==> src/rtl/fp_sched_pkg.sv <==
// Shared types for the FP adder scheduler: rounding-mode encodings, response record, word width.
package fp_sched_pkg;

  localparam int FP_W     = 32;
  localparam int ID_MAX_W = 3;

  typedef enum logic [2:0] {
    RM_RNE = 3'b000,
    RM_RTZ = 3'b001,
    RM_RDN = 3'b010,
    RM_RUP = 3'b011,
    RM_RMM = 3'b100
  } rnd_mode_e;

  // id is sized for the largest supported requester count and narrowed at the output
  typedef struct packed {
    logic [ID_MAX_W-1:0] id;
    logic [FP_W-1:0]     result;
    logic                overflow;
    logic                underflow;
  } fp_rsp_t;

endpackage

==> src/rtl/fp_add_scheduler_rr_arbiter.sv <==
// Round-robin arbiter: grants the first requester at or after the pointer, pointer moves past the winner.
module rr_arbiter
  import fp_sched_pkg::*;
#(
  parameter int NUM_REQ = 4,
  parameter int ID_W    = $clog2(NUM_REQ)
) (
  input  logic               clk,
  input  logic               rst,
  input  logic [NUM_REQ-1:0] req,
  input  logic               en,
  output logic [NUM_REQ-1:0] gnt,
  output logic [ID_W-1:0]    gnt_id,
  output logic               gnt_any
);

  logic [ID_W-1:0] ptr_q, ptr_d;
  logic [ID_W-1:0] idx;
  int              s;

  always_comb begin
    gnt     = '0;
    gnt_id  = '0;
    gnt_any = 1'b0;
    idx     = '0;
    s       = 0;
    for (int k = 0; k < NUM_REQ; k++) begin
      s = int'(ptr_q) + k;
      if (s >= NUM_REQ) s = s - NUM_REQ;
      idx = ID_W'(s);
      if (en && !gnt_any && req[idx]) begin
        gnt[idx] = 1'b1;
        gnt_id   = idx;
        gnt_any  = 1'b1;
      end
    end
  end

  always_comb begin
    ptr_d = ptr_q;
    if (gnt_any) begin
      if (gnt_id == ID_W'(NUM_REQ - 1)) ptr_d = '0;
      else                              ptr_d = gnt_id + ID_W'(1);
    end
  end

  always_ff @(posedge clk) begin
    if (rst) ptr_q <= '0;
    else     ptr_q <= ptr_d;
  end

endmodule

==> src/rtl/fp_add_scheduler.sv <==
// Shares one FP adder among NUM_REQ requesters with credit-based issue and an in-order response FIFO.
// Optional per-requester grant counters are built when FP_SCHED_PERF_EN is defined.
module fp_add_scheduler
  import fp_sched_pkg::*;
#(
  parameter int NUM_REQ   = 4,
  parameter int LAT       = 2,
  parameter int RSP_DEPTH = 4,
  parameter int ID_W      = $clog2(NUM_REQ)
) (
  input  logic                    clk,
  input  logic                    rst,
  input  logic [NUM_REQ-1:0]      req_valid,
  output logic [NUM_REQ-1:0]      req_ready,
  input  logic [NUM_REQ*FP_W-1:0] req_fp_a,
  input  logic [NUM_REQ*FP_W-1:0] req_fp_b,
  input  logic [NUM_REQ*3-1:0]    req_r_mode,
  output logic                    add_valid,
  output logic [FP_W-1:0]         add_fp_a,
  output logic [FP_W-1:0]         add_fp_b,
  output logic [2:0]              add_r_mode,
  input  logic [FP_W-1:0]         add_fp_result,
  input  logic                    add_overflow,
  input  logic                    add_underflow,
  output logic                    rsp_valid,
  input  logic                    rsp_ready,
  output logic [ID_W-1:0]         rsp_id,
  output logic [FP_W-1:0]         rsp_result,
  output logic                    rsp_overflow,
  output logic                    rsp_underflow,
  output logic [NUM_REQ*16-1:0]   perf_grant_cnt
);

  localparam int CNT_W = $clog2(RSP_DEPTH) + 1;
  localparam int PTR_W = $clog2(RSP_DEPTH);

  logic [NUM_REQ-1:0] gnt;
  logic [ID_W-1:0]    gnt_id;
  logic               gnt_any;
  logic               can_issue, push, pop;
  logic [CNT_W-1:0]   out_q, out_d;

  // A credit is held from grant until the response leaves the FIFO, so a push can never find it full
  assign pop       = rsp_valid & rsp_ready;
  assign can_issue = (out_q < CNT_W'(RSP_DEPTH)) || ((out_q == CNT_W'(RSP_DEPTH)) && pop);

  rr_arbiter #(.NUM_REQ(NUM_REQ), .ID_W(ID_W)) u_arb (
    .clk     (clk),
    .rst     (rst),
    .req     (req_valid),
    .en      (can_issue & ~rst),
    .gnt     (gnt),
    .gnt_id  (gnt_id),
    .gnt_any (gnt_any)
  );

  assign req_ready = gnt;

  logic [FP_W-1:0] sel_a, sel_b;
  rnd_mode_e       sel_r;

  always_comb begin
    sel_a = '0;
    sel_b = '0;
    sel_r = RM_RNE;
    for (int i = 0; i < NUM_REQ; i++) begin
      if (gnt[i]) begin
        sel_a = req_fp_a[i*FP_W +: FP_W];
        sel_b = req_fp_b[i*FP_W +: FP_W];
        sel_r = rnd_mode_e'(req_r_mode[i*3 +: 3]);
      end
    end
  end

  // Issue register: operands to the adder
  logic            add_valid_q;
  logic [ID_W-1:0] iss_id_q;
  logic [FP_W-1:0] add_fp_a_q, add_fp_b_q;
  rnd_mode_e       add_r_mode_q;

  always_ff @(posedge clk) begin
    if (rst) begin
      add_valid_q  <= 1'b0;
      iss_id_q     <= '0;
      add_fp_a_q   <= '0;
      add_fp_b_q   <= '0;
      add_r_mode_q <= RM_RNE;
    end else begin
      add_valid_q <= gnt_any;
      if (gnt_any) begin
        iss_id_q     <= gnt_id;
        add_fp_a_q   <= sel_a;
        add_fp_b_q   <= sel_b;
        add_r_mode_q <= sel_r;
      end
    end
  end

  assign add_valid  = add_valid_q;
  assign add_fp_a   = add_fp_a_q;
  assign add_fp_b   = add_fp_b_q;
  assign add_r_mode = add_r_mode_q;

  // Tag pipeline: stage LAT lines up with add_fp_result
  logic [LAT:1]    tag_vld_q;
  logic [ID_W-1:0] tag_id_q [1:LAT];

  always_ff @(posedge clk) begin
    if (rst) begin
      tag_vld_q <= '0;
    end else begin
      tag_vld_q[1] <= add_valid_q;
      for (int k = 2; k <= LAT; k++) tag_vld_q[k] <= tag_vld_q[k-1];
    end
  end

  always_ff @(posedge clk) begin
    tag_id_q[1] <= iss_id_q;
    for (int k = 2; k <= LAT; k++) tag_id_q[k] <= tag_id_q[k-1];
  end

  // Response FIFO
  fp_rsp_t          mem_q [RSP_DEPTH];
  fp_rsp_t          push_rsp, head;
  logic [PTR_W-1:0] wr_ptr_q, rd_ptr_q;
  logic [CNT_W-1:0] fifo_cnt_q, fifo_cnt_d;

  assign push = tag_vld_q[LAT];

  always_comb begin
    push_rsp           = '0;
    push_rsp.id        = ID_MAX_W'(tag_id_q[LAT]);
    push_rsp.result    = add_fp_result;
    push_rsp.overflow  = add_overflow;
    push_rsp.underflow = add_underflow;
  end

  always_ff @(posedge clk) begin
    if (push) mem_q[wr_ptr_q] <= push_rsp;
  end

  always_comb begin
    fifo_cnt_d = fifo_cnt_q;
    if (push && !pop)      fifo_cnt_d = fifo_cnt_q + CNT_W'(1);
    else if (!push && pop) fifo_cnt_d = fifo_cnt_q - CNT_W'(1);
    out_d = out_q;
    if (gnt_any && !pop)      out_d = out_q + CNT_W'(1);
    else if (!gnt_any && pop) out_d = out_q - CNT_W'(1);
  end

  always_ff @(posedge clk) begin
    if (rst) begin
      wr_ptr_q   <= '0;
      rd_ptr_q   <= '0;
      fifo_cnt_q <= '0;
      out_q      <= '0;
    end else begin
      if (push) wr_ptr_q <= wr_ptr_q + PTR_W'(1);
      if (pop)  rd_ptr_q <= rd_ptr_q + PTR_W'(1);
      fifo_cnt_q <= fifo_cnt_d;
      out_q      <= out_d;
    end
  end

  assign head          = mem_q[rd_ptr_q];
  assign rsp_valid     = (fifo_cnt_q != '0);
  assign rsp_id        = rsp_valid ? head.id[ID_W-1:0] : '0;
  assign rsp_result    = rsp_valid ? head.result       : '0;
  assign rsp_overflow  = rsp_valid & head.overflow;
  assign rsp_underflow = rsp_valid & head.underflow;

  logic unused_id_hi;
  assign unused_id_hi = ^head.id;

`ifdef FP_SCHED_PERF_EN
  function automatic logic [15:0] sat_inc16(input logic [15:0] v);
    return (v == 16'hFFFF) ? v : v + 16'd1;
  endfunction

  logic [15:0] perf_q [NUM_REQ];

  always_ff @(posedge clk) begin
    if (rst) begin
      for (int i = 0; i < NUM_REQ; i++) perf_q[i] <= '0;
    end else begin
      for (int i = 0; i < NUM_REQ; i++)
        if (gnt[i]) perf_q[i] <= sat_inc16(perf_q[i]);
    end
  end

  always_comb begin
    perf_grant_cnt = '0;
    for (int i = 0; i < NUM_REQ; i++) perf_grant_cnt[i*16 +: 16] = perf_q[i];
  end
`else
  assign perf_grant_cnt = '0;
`endif

endmodule

==> config.mk <==
export PLATFORM = sky130hd
export DESIGN_NAME = fp_add_scheduler
export DESIGN_NICKNAME = d
export VERILOG_FILES = /design/src/rtl/fp_sched_pkg.sv /design/src/rtl/fp_add_scheduler_rr_arbiter.sv /design/src/rtl/fp_add_scheduler.sv
export SDC_FILE = /design/constraint.sdc
export NUM_CORES = 1
export LEC_CHECK = 0
export ABC_CLOCK_PERIOD_IN_PS = 3600
export CAP_MARGIN = 20
export CORE_AREA = 2 2 185 187
export CTS_BUF_LIST = sky130_fd_sc_hd__clkbuf_8
export CTS_CLUSTER_DIAMETER = 50
export DETAILED_ROUTE_END_ITERATION = 16
export DIE_AREA = 0 0 187 189
export PLACE_DENSITY = 0.74
export SKIP_LAST_GASP = 1
export SLEW_MARGIN = 20
export SYNTH_ARGS = -nofsm -noshare
export SYNTH_HDL_FRONTEND = slang
export SYNTH_HIERARCHICAL = 1
export SYNTH_SLANG_ARGS = --single-unit
==> constraint.sdc <==
create_clock -name clk -period 3.6 [get_ports clk]
set_input_delay 0.72 -clock clk [delete_from_list [all_inputs] [get_ports clk]]
set_output_delay 0.72 -clock clk [all_outputs]
set_load 0.01 [all_outputs]
# Word-level counts from Yosys, hierarchy flattened
# Memory sizes are Yosys's and may differ from the RTL's. A register that Yosys moved wholly into a read port is not among the register bits.
# Index checks and enable logic that the tools add are counted.
[op_classes] addsub=14 order_cmp=13 eq_ne=2 n_mux=55 n_bitwise=8 n_reduce_logical=26
[op_table] op="$mux 32" n=9
[op_table] op="$mux 2" n=12
[op_table] op="$mux 3" n=8
[op_table] op="$logic_and 1x1->1" n=16
[op_table] op="$mux 4" n=4
[op_table] op="$mux 1" n=14
[op_table] op="$lt 2x3->1 const B" n=4
[op_table] op="$or 4x4->4" n=3
[op_table] op="$ge 3x3->1 const B" n=3
[op_table] op="$bmux 1 s2" n=4
[op_table] op="$demux 1 s2" n=4
[op_table] op="$ge 2x1->1 const B" n=4
[op_table] op="$sub 2x1->2 const B" n=4
[op_table] op="$add 2x1->2 const B" n=3
[op_table] op="$add 2x2->3 const B" n=2
[op_table] op="$add 3x1->3 const B" n=2
[op_table] op="$logic_not 1->1" n=6
[op_table] op="$sub 3x1->3 const B" n=2
[op_table] op="$and 1x1->1" n=4
[op_table] op="$reduce_bool 2->1" n=2
[op_table] op="$add 2x1->3 const B" n=1
[op_table] op="$eq 3x3->1 const B" n=1
[op_table] op="$ge 2x3->1 const B" n=1
[op_table] op="$lt 3x3->1 const B" n=1
[op_table] op="4 further kinds" n=4
[totals] regBits=84 ramBits=148 inputBits=309 word_cells=131 memories=2
[memory_table] memory="mem_q" words=4 width=36 rd=1 rd_ports_with_merged_regs=1 wr=1 line_no="fp_add_scheduler.sv:123" text="fp_rsp_t mem_q [RSP_DEPTH];"
[memory_table] memory="tag_id_q" words=2 width=2 rd=2 rd_ports_with_merged_regs=0 wr=2 line_no="fp_add_scheduler.sv:106" text="logic [ID_W-1:0] tag_id_q [1:LAT];"

# Depth between registers and ports, before layout
# Gate-level depths: netlist of the first run.
[logic_depth] depth_word=23 ltp_mapped=15 depth_no_buf=12

# By module
# The synthesis of the first run kept the hierarchy.
[by_module_without_submodules] mod="fp_add_scheduler" n_inst=1 cells_each=774 area_each_um2=10428.8 seq_area_each_um2=6085.8
[by_module_without_submodules] mod="rr_arbiter" n_inst=1 cells_each=71 area_each_um2=636.9 seq_area_each_um2=40.0

# Least setup slack after synthesis of the first run
# No wires, ideal clock.
[synth_timing] path_kind="register to register" from="register (tool-made name)" to="register add_fp_a_q[0], in the netlist add_fp_a[0]" setup_time_ps=86 t_arrival_ps=3319 required_time_ps=3514 slack_ps=195 stages_incl_launch_ff=15 path_cell_list="dfxtp_1 -> inv_1 -> ha_1 -> buf_6 -> mux4_2 -> nor2b_4 -> buf_6 -> nor2_1 -> a222oi_1 -> a21oi_1 -> nor2b_1 -> buf_4 -> buf_2 -> a22oi_1 -> a211oi_1"
[synth_lines] item="end signal, assigned" line_no="fp_add_scheduler.sv:92" text="add_fp_a_q <= sel_a;"
[synth_lines] item="end, declared" line_no="fp_add_scheduler.sv:78" text="logic [FP_W-1:0] add_fp_a_q, add_fp_b_q;"

# Worst setup path after layout of the first run
[layout_timing] from="input port req_valid[1]" to="output port req_ready[2]"
[layout_via] elab_chain_cells=16 elab_cells_between_ends=28 classes_between="mux (15); bitwise (3); reduce/logical (10)"
[layout_rtl] item="start, declared" line_no="fp_add_scheduler.sv:13" text="input logic [NUM_REQ-1:0] req_valid,"
[layout_rtl] item="$bmux 1 s2" line_no="fp_add_scheduler_rr_arbiter.sv:31" text="if (en && !gnt_any && req[idx]) begin"
[layout_rtl] item="$mux 1 (implied by the code)" line_no="fp_add_scheduler_rr_arbiter.sv:31"
[layout_rtl] item="$logic_and 1x1->1" line_no="fp_add_scheduler_rr_arbiter.sv:31"
[layout_rtl] item="$mux 1" line_no="fp_add_scheduler_rr_arbiter.sv:31"
[layout_rtl] item="$logic_not 1->1" line_no="fp_add_scheduler_rr_arbiter.sv:31"
[layout_rtl] item="$logic_and 1x1->1 (2 in series)" line_no="fp_add_scheduler_rr_arbiter.sv:31"
[layout_rtl] item="$mux 1" line_no="fp_add_scheduler_rr_arbiter.sv:31"
[layout_rtl] item="$logic_not 1->1" line_no="fp_add_scheduler_rr_arbiter.sv:31"
[layout_rtl] item="$logic_and 1x1->1 (2 in series)" line_no="fp_add_scheduler_rr_arbiter.sv:31"
[layout_rtl] item="$mux 1" line_no="fp_add_scheduler_rr_arbiter.sv:31"
[layout_rtl] item="$logic_not 1->1" line_no="fp_add_scheduler_rr_arbiter.sv:31"
[layout_rtl] item="$logic_and 1x1->1 (2 in series)" line_no="fp_add_scheduler_rr_arbiter.sv:31"
[layout_rtl] item="$mux 4 (*)" line_no="fp_add_scheduler_rr_arbiter.sv:31"
[layout_rtl] item="end, declared" line_no="fp_add_scheduler.sv:14" text="output logic [NUM_REQ-1:0] req_ready,"
# Every way passes the cells marked *; elsewhere a longest branch is shown, timed or not. The select of a mux whose other input is x is not followed.

==> run_results.csv, run 1 <==
group,metric,value,unit
worst_setup_path,start_kind,"input port",
worst_setup_path,critical_path.slowest_cell,"mux4_2",
floorplanning,start_util,33.2,%
worst_setup_path,worst_path_largest_cell_delay,0.54,ns
cells_and_area,final_common_cell,"clkdlybuf4s50_1",
outcome,status,"finished clean",
min_path,min_to,"tag_id_q[2][0]",
global_route,antenna_found_initial,6,
yosys,postSynthCellCount,845,
global_route,grt-ovfl-total,0,
sta,setup_violations,0,
flow_run,drv_cap,0,
yosys,avgSynthCellArea,13.1,um2
power,p_sw_share,33.7,%
clocking,tritoncts_num_sinks,234,
yosys,yosys.cell_types.count,45,
power,seqPwrFrac,32.8,%
cells_and_area,seq_area,6130,um2
detailed_routing,drt_iter0_drc,727,
global_route,grt_max_degree,72,
yosys,ys_async_sr_fraction,0,%
worst_setup_path,crit_path_end_kind,"output pin",
clocking,cts_htree_levels,2,
cells_and_area,layout_common_cells,"clkdlybuf4s50_1 (412), edfxtp_1 (144), dfxtp_1 (88), a211oi_1 (68)",
sta,min_period,3.51,ns
clocking,root_buffer,"clkbuf_8",
place,place_hpwl,26200,um
sta,hold_violations,0,
worst_setup_path,required,2.88,ns
min_path,worstHoldStart,"tag_id_q[1][0]",
floorplanning,die_h,189,um
detailed_routing,firstDrtPassIters,5,
sta,fmax,285,MHz
cells_and_area,fin_nets,1616,
worst_setup_path,rrSetupSlack,0.39,ns
power,pwr-share-clk,23.2,%
worst_setup_path,criticalPathCategory,"input port to output pin",
yosys,syn_area,11100,um2
place,place_congestion,0.918,
place,portBuffers,417,
sta,finClkSkew,0.0193,ns
power,power_density,610,nW/um2
power,intPower,6.72,mW
sta,hold_slack,0.325,ns
cells_and_area,areaGrowthSynthToFinish,50.2,%
clocking,clk_pin_slew_worst_paths,0.05,ns
yosys,ys_ff_latch,234,
detailed_routing,antenna_left,0,
detailed_routing,wire_per_inst,20.8,um
sta,rsz0062_at_grt,"true",
min_path,hold_depth,0,
floorplanning,core_region_area,33300,um2
floorplanning,die_x,187,um
worst_setup_path,critPathMaxFanout,5,
cells_and_area,multi_input_area,4310,um2
clocking,clockBufferDepth,3,
power,p_leak,5.62,nW
detailed_routing,num_vias,9288,
global_route,track_usage,19.8,%
sta,drv_slew,0,
detailed_routing,routed_via_density,5.23,
power,power_frac_comb,43.9,%
worst_setup_path,cp.arrival,2.79,ns
global_route,first_global_vias,9469,
sta,period_share,97.4,%
yosys,synth_edf_count,144,
clocking,cts_tree,"yes",
worst_setup_path,cp_cell_sequence,"clkdlybuf4s50_1, mux4_2, buf_4, a222oi_1, buf_4, a21oi_4, dlygate4sd2_1",
power,ir_drop,0.296,mV
floorplanning,ioPinCount,482,
worst_setup_path,cpMostUsedCell,"buf_4",
detailed_routing,drc,0,
floorplanning,dieArea,35300,um2
cells_and_area,stdcell_area,16600,um2
cells_and_area,drive_gt1_share,14.0,%
clocking,cts_made_buffers,42,
power,power_switching,3.42,mW
sta,max_slew_margin,42.8,%
yosys,ys_seq_area_share,55.4,%
worst_setup_path,r2r_end,"add_fp_b[26]",
floorplanning,fp-row-count,67,
cells_and_area,num-fill-cells,2932,
place,dpl_cell_area,15800,um2
yosys,synth_ff_type,"edfxtp_1",
clocking,holdBufCountCts,0,
yosys,ys_warn_count,6,
clocking,insertion_delay,0.55,ns
global_route,grt_pass1_wl,54500,um
min_path,hp-class,"flop to flop",
detailed_routing,finalWirelength,36900,um
sta,tightest_slew,0.858,ns
worst_setup_path,reg2reg_depth,13,
## power by group through the flow
stage	clock network [mW]	registers, mW	logic, mW
after floorplan	0	3.42	2.35
after global placement	0	3.37	4.36
after detailed placement	0	3.38	4.43
after CTS	2.43	3.33	4.46
after global routing	2.56	3.37	4.77
final	2.36	3.33	4.46
## worst max-delay path, delay by kind of cell
family,cells,cell delay [ns]
buffers and inverters,4,1.14
multiplexers,1,0.54
AO/OA/AOI/OAI,2,0.39
## logic make-up (layout without fill, tap and decap cells)
| kind of cell | after synthesis | in the layout | share of synthesized area [%] |
|---|---|---|---|
| xor+xnor | 6 | 6 | 0.475 |
| compound gates | 299 | 299 | 20.4 |
| other cells | 1 | 69 | 0.0339 |
| fa+ha+maj | 16 | 16 | 1.94 |
| simple gates | 88 | 88 | 4.75 |
| buf+inv | 154 | 569 | 8.39 |
| flops | 234 | 234 | 55.4 |
| mux | 47 | 47 | 8.66 |
## synth_stat cells, types with 2 or more instances
library cell	n	share of area, %
a22oi_1	66	4.5
o21a_1	2	0.14
mux4_2	39	7.9
ha_1	14	1.6
o21ai_0	6	0.27
dfxtp_1	90	16
xor2_1	5	0.40
nor2_1	14	0.47
edfxtp_1	144	39
clkbuf_1	43	1.5
and2_1	5	0.28
a21oi_1	12	0.54
inv_1	12	0.41
fa_1	2	0.36
a221oi_1	66	5.2
and2b_1	16	1.1
or3_1	6	0.34
a211oi_1	68	4.6
a222oi_1	4	0.36
buf_6	8	0.81
nand2b_1	2	0.11
buf_2	19	0.86
o32a_1	2	0.18
o22ai_1	65	3.7
nor2b_1	28	1.6
mux2i_1	8	0.72
nor3_1	3	0.14
nand2_1	9	0.31
buf_4	71	4.8
## routing by layer
layer | routed length (um) | vias up | global-route usage [%]
li1 | - | 4222 | -
met1 | 14300 | 4561 | 24.2
met2 | 17700 | 426 | 32.2
met3 | 3620 | 75 | 6.97
met4 | 1200 | 4 | 7.51
met5 | 27 | - | 0
## flip-flops by register name, indices dropped and copies added, names as in the netlist, named ones only
register / count
out_q: 3
tag_id_q: 4
tag_vld_q: 2
u_arb/ptr_q: 1
rd_ptr_q: 2
add_valid: 1
mem_q: 144
add_r_mode: 3
add_fp_a: 32
add_fp_b: 32
wr_ptr_q: 2
iss_id_q: 2
fifo_cnt_q: 3
## stage by stage
stage / total power, mW / std cells / setup slack [ns] / utilization [%] / setup TNS [ns]
finish: 10.1 / 1776 / 0.0919 / 49.9 / 0
CTS: 10.2 / 1770 / 0.0370 / 49.8 / 0
global placement: 7.73 / 1694 / -0.167 / 47.4 / -3.42
floorplan: 5.78 / 908 / 0.195 / - / 0
detailed placement: 7.81 / 1694 / -0.200 / 47.4 / -8.53
global route: 10.7 / 1773 / -0.0247 / 49.9 / -0.0247
## final cells by class
type | count | area share (%)
sequential | 234 | 36.9
timing repair buffer | 481 | 28.6
multi-input combinational | 520 | 25.9
clock buffer | 48 | 3.98
tap | 448 | 3.37
clock inverter | 28 | 0.851
inverter | 12 | 0.271
antenna | 5 | 0.0753
## worst max-delay path by stage
| stage | from | end | slack [ns] | cells after the start |
|---|---|---|---|---|
| 2_1_floorplan | flop | add_fp_a[0] | 0.20 | 14 |
| 3_3_place_gp | req_valid[0] | req_ready[2] | -0.17 | 9 |
| 3_5_place_dp | req_valid[0] | req_ready[2] | -0.20 | 9 |
| 4_1_cts | flop | req_ready[1] | 0.04 | 8 |
| 5_1_grt | req_valid[1] | req_ready[2] | -0.02 | 8 |
| 6_report | req_valid[1] | req_ready[2] | 0.09 | 7 |
## what timing repair did
| action | CTS | global route |
|---|---|---|
| gates cloned | 0 | 0 |
| pin swaps | 2 | 4 |
| endpoints found under the setup margin | 4 | 3 |
| gates resized for setup | 11 | 4 |
| buffers inserted | 0 | 1 |
Note: power is estimated with default switching activity, not from simulation.
==> run 2, diff against run 1 <==
Settings changed: SETUP_SLACK_MARGIN set to 0.05.
==> run 2 against run 1 <==
  * Critical path depth up 1
  * Power up 0.44%
  * Fmax up 1.2%
  * First-iteration DRC count down 0.55%
  * Via count up 1.3%
  * Register-to-register slack better by 0.05 ns
  * Routed wire length up 0.27%
  * Sequential cell count unchanged
  * Largest power group unchanged
  * Combinational power up 0.9%
  * Largest cell class unchanged
  * Highest routed layer unchanged
  * Sequential share of layout area down 0.14 points
==> run_results.csv, run 2 (synthesis results as in run 1) <==
group,metric,value,unit
detailed_routing,finalWirelength,37000,um
floorplanning,fp-row-count,67,
place,place_congestion,0.918,
worst_setup_path,start_kind,"input port",
worst_setup_path,critical_path.slowest_cell,"clkdlybuf4s50_1",
global_route,first_global_vias,9473,
global_route,track_usage,19.8,%
worst_setup_path,cp_cell_sequence,"clkdlybuf4s50_1, buf_4, or3_1, o32a_1, nor2_2, a222oi_1, a21oi_1, clkdlybuf4s15_1",
clocking,cts_made_buffers,42,
power,power_density,611,nW/um2
sta,max_slew_margin,43.2,%
clocking,tritoncts_num_sinks,234,
sta,hold_slack,0.325,ns
clocking,holdBufCountCts,0,
detailed_routing,drc,0,
clocking,clk_pin_slew_worst_paths,0.05,ns
cells_and_area,drive_gt1_share,14.6,%
cells_and_area,stdcell_count,1783,
detailed_routing,wire_per_inst,20.7,um
worst_setup_path,required,2.88,ns
clocking,clockBufferDepth,3,
detailed_routing,num_vias,9413,
detailed_routing,firstDrtPassIters,5,
cells_and_area,seq_area,6130,um2
sta,tns,0,ns
power,power.total,10.2,mW
place,place_hpwl,26200,um
place,post-place-ws,-0.200,ns
sta,fin_ws,0.134,ns
worst_setup_path,criticalPathCategory,"input port to output pin",
cells_and_area,regMostFlops,"mem_q",
worst_setup_path,path_buf_inv,3,
worst_setup_path,worst_path_largest_cell_delay,0.45,ns
sta,hold_violations,0,
sta,period_share,96.3,%
place,dpl_cell_area,15800,um2
cells_and_area,largest_reg_flops,144,
sta,fmax,289,MHz
worst_setup_path,critPathMaxFanout,8,
place,dp.cells,1694,
place,portBuffers,417,
clocking,cts_htree_levels,2,
power,p_leak,5.64,nW
global_route,grt_pass1_wl,54500,um
floorplanning,die_x,187,um
clocking,cts_tree,"yes",
global_route,antenna_found_initial,6,
floorplanning,dieArea,35300,um2
flow_run,drv_cap,0,
cells_and_area,stdcell_area,16700,um2
worst_setup_path,crit_path_end_kind,"output pin",
detailed_routing,drt_iter0_drc,723,
clocking,root_buffer,"clkbuf_8",
floorplanning,core_region_area,33300,um2
detailed_routing,routed_via_density,5.28,
global_route,grt_max_degree,72,
power,ir_drop,0.296,mV
sta,tightest_slew,0.851,ns
sta,rsz0062_at_grt,"false",
cells_and_area,multi_input_area,4310,um2
cells_and_area,layout_common_cells,"clkdlybuf4s50_1 (412), edfxtp_1 (144), dfxtp_1 (88), a211oi_1 (68)",
floorplanning,start_util,33.2,%
cells_and_area,final_common_cell,"clkdlybuf4s50_1",
sta,finClkSkew,0.0217,ns
cells_and_area,final_util,50.1,%
cells_and_area,areaGrowthSynthToFinish,50.8,%
cells_and_area,num-fill-cells,2926,
clocking,insertion_delay,0.55,ns
cells_and_area,fin_nets,1623,
global_route,grt-ovfl-total,0,
floorplanning,ioPinCount,482,
sta,min_period,3.47,ns
outcome,status,"finished clean",
worst_setup_path,cp.arrival,2.75,ns
floorplanning,die_h,189,um
sta,drv_slew,0,
sta,setup_violations,0,
detailed_routing,antenna_left,0,
worst_setup_path,path_delay_family,"buffers and inverters",
min_path,hp-class,"flop to flop",
==> run 2: worst paths after layout <==
path	cells after the start	start	slack, ns	to
worst min-delay path	0	tag_id_q[1][0]	0.33	tag_id_q[2][0]
worst max register to register	13	flop	0.44	add_fp_b[26]
worst min register to register	0	tag_id_q[1][0]	0.33	tag_id_q[2][0]
worst max-delay path	8	req_valid[0]	0.13	req_ready[1]
==> run 2: where the power goes <==
| group | switching, mW | total, mW | internal, mW | leakage [nW] |
|---|---|---|---|---|
| logic | 2.09 | 4.50 | 2.41 | 3.17 |
| clock network | 1.12 | 2.35 | 1.23 | 0.445 |
| registers | 0.220 | 3.33 | 3.11 | 2.03 |
==> run 2: what timing repair did <==
item / 4_1_cts / 5_1_grt
pin swaps: 2 / 5
gates resized for setup: 12 / 10
cloned: 0 / 0
buffers inserted: 0 / 8
endpoints found under the setup margin: 4 / 4
==> run 2: area by class of cell <==
cell class                      instances  share of cell area [%]
Sequential cell                       234                    36.7
Timing Repair Buffer                  488                    28.9
Multi-Input combinational cell        520                    25.9
Clock buffer                           48                    3.96
Tap cell                              448                    3.36
Clock inverter                         28                   0.848
Inverter                               12                   0.285
Antenna cell                            5                  0.0750
==> run 2: routing by layer <==
layer | track usage, % | vias up | wire (um)
met5 | 0 | - | 27
met3 | 6.97 | 87 | 3730
met2 | 32.2 | 494 | 17600
met1 | 24.2 | 4595 | 14300
li1 | - | 4233 | -
met4 | 7.51 | 4 | 1300
